==> config.mk <==
export PLATFORM = sky130hd
export DESIGN_NAME = entity_slot_loader
export DESIGN_NICKNAME = d
export VERILOG_FILES = /design/src/rtl/entity_slot_loader.sv
export SDC_FILE = /design/constraint.sdc
export NUM_CORES = 1
export LEC_CHECK = 0
export CORE_UTILIZATION = 54
export DETAILED_ROUTE_END_ITERATION = 7
export PLACE_DENSITY = 0.82
export SYNTH_ARGS = -nofsm -noshare
export SYNTH_HDL_FRONTEND = slang
export SYNTH_SLANG_ARGS = --single-unit
==> constraint.sdc <==
create_clock -name clk -period 2.45 [get_ports clk]
set_input_delay 0.245 -clock clk [delete_from_list [all_inputs] [get_ports clk]]
set_output_delay 0.245 -clock clk [all_outputs]
set_load 0.03 [all_outputs]
==> src/rtl/entity_slot_loader.sv <==
// Entity slot loader: assembles 3-byte packets into a shadow bank of entity words and
// commits it to the active bank on frame_start. Optional build macro: ENTITY_CLEAR_ALL_EN.
module entity_slot_loader #(
    parameter int unsigned NUM_SLOTS = 9,
    parameter int unsigned TIMEOUT   = 255
) (
    input  logic                      clk,
    input  logic                      reset,
    input  logic [7:0]                data_in,
    input  logic                      data_valid,
    input  logic                      frame_start,
    output logic [NUM_SLOTS*14-1:0]   entities,
    output logic                      busy,
    output logic                      pkt_err,
    output logic                      commit
);

    localparam logic [13:0] UNUSED_WORD = 14'h3C00;
    localparam logic [15:0] TMO_LAST    = 16'(TIMEOUT - 1);
    localparam logic [4:0]  SLOT_LIMIT  = 5'(NUM_SLOTS);

    typedef enum logic [1:0] {
        IDLE   = 2'd0,
        GOT_B0 = 2'd1,
        GOT_B1 = 2'd2
    } state_e;

    state_e                        state_q;
    logic [3:0]                    slot_q;
    logic [3:0]                    id_q;
    logic [1:0]                    orient_q;
    logic [15:0]                   tcnt_q;
    logic [NUM_SLOTS-1:0][13:0]    shadow_q;
    logic [NUM_SLOTS-1:0][13:0]    shadow_d;
    logic [NUM_SLOTS-1:0][13:0]    active_q;
    logic                          busy_q;
    logic                          pkt_err_q;
    logic                          commit_q;
    logic                          clear_all;
    logic                          slot_ok;

`ifdef ENTITY_CLEAR_ALL_EN
    assign clear_all = (state_q == IDLE) && data_valid && (data_in == 8'hFF);
`else
    assign clear_all = 1'b0;
`endif

    assign slot_ok = ({1'b0, slot_q} < SLOT_LIMIT);

    // Next shadow contents; also feeds the active bank so a same-edge write is committed.
    always_comb begin
        shadow_d = shadow_q;
        if (clear_all) begin
            for (int unsigned k = 0; k < NUM_SLOTS; k++) begin
                shadow_d[k] = UNUSED_WORD;
            end
        end else if ((state_q == GOT_B1) && data_valid) begin
            for (int unsigned k = 0; k < NUM_SLOTS; k++) begin
                if (slot_q == 4'(k)) begin
                    shadow_d[k] = {id_q, orient_q, data_in};
                end
            end
        end
    end

    always_ff @(posedge clk) begin
        if (reset) begin
            state_q   <= IDLE;
            slot_q    <= '0;
            id_q      <= '0;
            orient_q  <= '0;
            tcnt_q    <= '0;
            busy_q    <= 1'b0;
            pkt_err_q <= 1'b0;
            commit_q  <= 1'b0;
            for (int unsigned k = 0; k < NUM_SLOTS; k++) begin
                shadow_q[k] <= UNUSED_WORD;
                active_q[k] <= UNUSED_WORD;
            end
        end else begin
            pkt_err_q <= 1'b0;
            commit_q  <= frame_start;
            shadow_q  <= shadow_d;
            if (frame_start) begin
                active_q <= shadow_d;
            end

            case (state_q)
                IDLE: begin
                    tcnt_q <= '0;
                    if (data_valid && !clear_all) begin
                        slot_q  <= data_in[7:4];
                        id_q    <= data_in[3:0];
                        state_q <= GOT_B0;
                        busy_q  <= 1'b1;
                    end
                end
                GOT_B0, GOT_B1: begin
                    if (data_valid) begin
                        tcnt_q <= '0;
                        if (state_q == GOT_B0) begin
                            orient_q <= data_in[7:6];
                            state_q  <= GOT_B1;
                        end else begin
                            state_q   <= IDLE;
                            busy_q    <= 1'b0;
                            pkt_err_q <= !slot_ok;
                        end
                    end else if (tcnt_q == TMO_LAST) begin
                        // The TIMEOUT-th consecutive idle cycle aborts; a byte in that cycle wins instead.
                        tcnt_q    <= '0;
                        state_q   <= IDLE;
                        busy_q    <= 1'b0;
                        pkt_err_q <= 1'b1;
                    end else begin
                        tcnt_q <= tcnt_q + 16'd1;
                    end
                end
                default: begin
                    state_q <= IDLE;
                    busy_q  <= 1'b0;
                    tcnt_q  <= '0;
                end
            endcase
        end
    end

    assign entities = active_q;
    assign busy     = busy_q;
    assign pkt_err  = pkt_err_q;
    assign commit   = commit_q;

endmodule
==> results.md <==
* Root cell of the clock tree: clkbuf_16
* Startpoint Class: flip-flop
* Count of flip-flops with a built-in enable after synthesis at 0
* Arrival @ worst endpoint at 2.52 ns
* Effective utilization at floorplan at 0.559
* Highest Clock Rate at between 0.4 and 0.5 GHz
* Nets@finish at ~1,100
* LEAKAGE at ~5 nW
* Unrepaired setup endpoints after global routing: false
* Synth unique cells at 45
* Wire per inst at about 17 microns
* Initial drt markers at 473
* FFs w/ async S/R, synth at 0
* Max-capacitance violation count at 0
* Max-slew headroom at the worst pin at 0.456
* Setup violations, final at 0
* PwrDens at approximately 830 mW/mm^2
* Setup clock skew after layout at about 0.0073 ns
* Final worst-path cycle share at 0.871
* Total of hold buffers inserted after clock tree synthesis at 0
* Antenna violations before repair at 0
* Total of warnings raised by yosys at 0
* Number of synthesized register bits at about 280
* IR Drop Worst-Case VDD at 0.554 mV
* Cell type of the slowest stage on the worst timing path: dfxtp_1
* FF-to-FF setup slack at 0.32 ns
* Slew of the pin with the lowest slew margin at roughly 0.81 ns
* Fraction of the yosys area taken by sequential cells at 0.556
* Pre-antenna DRT Iters at 4
* Largest stage delay, worst path at approximately 0.36 ns
* Total of cells resized after clock tree synthesis at 0
* Number of non-filler instances in the completed layout at approximately 1,400
* Count of antenna-violating nets left after detailed routing at 0
* DIE WIDTH at around 140 microns
* Final setup TNS at 0 ns
* Total chip power at 10.4 mW
* Tightest Hold Check Type: primary input to flip-flop
* Hold Path Stages at 2
* H-Tree Depth at 1
* Clock input transition at the sequential cells of the worst setup and hold paths at around 0.060 ns
* Classification of the worst setup path: flip-flop to flip-flop
* End point of the most critical hold path: shadow_q[121]
* Core Util, Final at 0.692
* Leading register cell type out of synthesis: dfxtp_1
* Final Hold Viols at 0
* Total wire length after detailed routing at between 20 and 25 mm
* Post-detailed-route DRC marker count at 0
* Placed wire-length estimate at roughly 14 mm
* Detailed-route vias per instance at between 5 and 6
* Run status: finished clean
* Number of buffers between clock root and the deepest sink at 3
* Per-instance average area after synthesis at approximately 10 sq um
* CP Cell Sequence: inv_1 -> ha_1 -> and4bb_2 -> nand2_1 -> buf_4 -> mux2i_1 -> a211oi_1
* Sink Count at roughly 280
* Fill cell total of the finished layout at 1,353
* Cell area after synthesis at between 0.01 and 0.015 sq mm
* Worst r2r src: state_q[0]
* Placed standard-cell area at between 0.01 and 0.015 sq mm
* Ratio of cells with drive above 1 in the final layout at 0.0733
* Summed area of non-filler cells in the final layout at ~0.013 sq mm
* Worst-Skew Late Latency at around 0.53 ns
* Global placement routability congestion at between 0.8 and 0.9
* Core box area at 0.0182 sq mm
* Area Growth Syn to Fin at 23.8%
* Count of final max-slew check failures at 0
* Largest net degree at the start of global routing at 124
* Number of buffers added by the clock tree synthesis step at 28
* Dpl cells at between 1,000 and 1,500
* Instance count of the mapped netlist at 1,011
* Global-route wire length before repair at ~36 mm
* Ports at about 140
* Cell Rows at 49
* Endpoint of the lowest-slack register-to-register path: entities[3]
* Overall via count from detail_route at around 7,400
* Hold_sp: reset
* Maximum fanout encountered on the critical timing path at 10
* Area enclosed by the die boundary at roughly 0.019 sq mm
* Shortest clock period the worst path allows after layout at around 2.1 ns
* Grt total ovfl at 0
* CTS tree: built
* Worst r2r path cells at 7
* Chip height at ~140 microns
* Post-CTS setup-driven buffer insertion count at 0
* Data required, critical path at about 2.8 ns
* Count of port buffers added during placement at 140
* Antenna Diode Count at 0
* Worst Setup End Kind: flip-flop
* Post-Synthesis Net Count at ~1,000
* GRT Resource Usage Total at 0.231
* Number of global-route vias before repair at between 6,000 and 7,000
[power breakdown]
group | internal, mW | leakage, nW | switching (mW)
clock | 2.94 | 0.515 | 1.73
combinational | 0.332 | 2.20 | 0.567
sequential | 4.73 | 2.30 | 0.126
[per-stage QoR]
step	hold WS (ns)	worst slack, ns
after floorplan	0.412	0.590
after global placement	0.439	0.328
after detailed placement	0.456	0.238
after CTS	0.0277	0.334
after global routing	0.0466	0.171
final	0.0399	0.315
[synth_stat cells, types with 5 or more instances]
cell type    n  area [sq um]
nand2_1     61           229
buf_2        6          30.0
a211o_1      6          52.6
nand4_1     11          68.8
a21oi_1     29           145
mux2_2       6          67.6
ha_1         6          75.1
buf_4        7          52.6
a211oi_1    90           676
mux2i_1    123          1230
nor3_1      18          90.1
xor2_1      10          87.6
nor2_1     198           743
clkbuf_1    58           218
nand2b_1     8          50.1
buf_6        5          56.3
inv_1        6          22.5
dfxtp_1    283          5670
nor2b_1      7          43.8
nand3_1     16          80.1
o211ai_1    14           105
clkbuf_8     6          82.6
[cells by family after synthesis]
logic type      Yosys count  synth area share
xor+xnor                 11           0.00946
flops                   283             0.556
fa+ha+maj                 6           0.00737
compound gates          145            0.0995
simple gates            342             0.149
mux                     129             0.128
buf+inv                  95            0.0509
[final cells by class]
| type | instances | area (sq um) | area share |
|---|---|---|---|
| clock buffers | 37 | 806 | 0.0639 |
| clock inverters | 14 | 226 | 0.0180 |
| inverters | 6 | 22.5 | 0.00179 |
| multi-input cells | 633 | 4000 | 0.317 |
| flip-flops and latches | 283 | 5670 | 0.449 |
| well taps | 229 | 287 | 0.0227 |
| repair buffers | 160 | 1600 | 0.127 |
[cells in the final DEF (no fill, tap or decap), types with 7 or more instances in the layout]
master	synthesis	routed
mux2i_1	123	123
nor3_1	18	18
nor2b_1	7	7
buf_4	7	16
clkdlybuf4s50_1	0	138
nand2_1	61	61
nor2_1	198	198
xor2_1	10	10
o211ai_1	14	14
a211oi_1	90	90
nand3_1	16	16
nand2b_1	8	8
a21oi_1	29	29
clkbuf_16	0	29
nand4_1	11	11
clkinv_2	0	7
dfxtp_1	283	283
[worst max path at each step]
stage,endpoint,slack (ns),startpoint
after floorplan,entities[18],0.59,state_q[0]
after global placement,entities[77],0.33,data_valid
after detailed placement,entities[77],0.24,data_valid
after CTS,entities[3],0.33,state_q[0]
after global routing,entities[5],0.17,state_q[0]
final,entities[3],0.32,state_q[0]
[metal layers]
layer	vias up	global-route usage	wire, microns	share of wire
met5	-	0	0	0
met4	0	0.0702	496	0.022
met3	36	0.0341	991	0.043
met2	174	0.382	10800	0.47
met1	3547	0.314	10600	0.47
li1	3688	-	-	-
[flip-flops by register name, summed over array words and instances, names as in the netlist]
name / cells
tcnt_q: 16
entities: 126
pkt_err: 1
id_q: 4
state_q: 2
busy: 1
slot_q: 4
orient_q: 2
shadow_q: 126
commit: 1
[critical path, delay by kind of cell, from the launching register on]
family / cells / cell delay (ns)
AND/OR/NAND/NOR: 2 / 0.56
buffers and inverters: 2 / 0.40
flip-flops: 1 / 0.36
adder cells (fa/ha/maj): 1 / 0.27
multiplexers: 1 / 0.27
AO/OA/AOI/OAI: 1 / 0.12
Power figures use the tool's default switching activity.
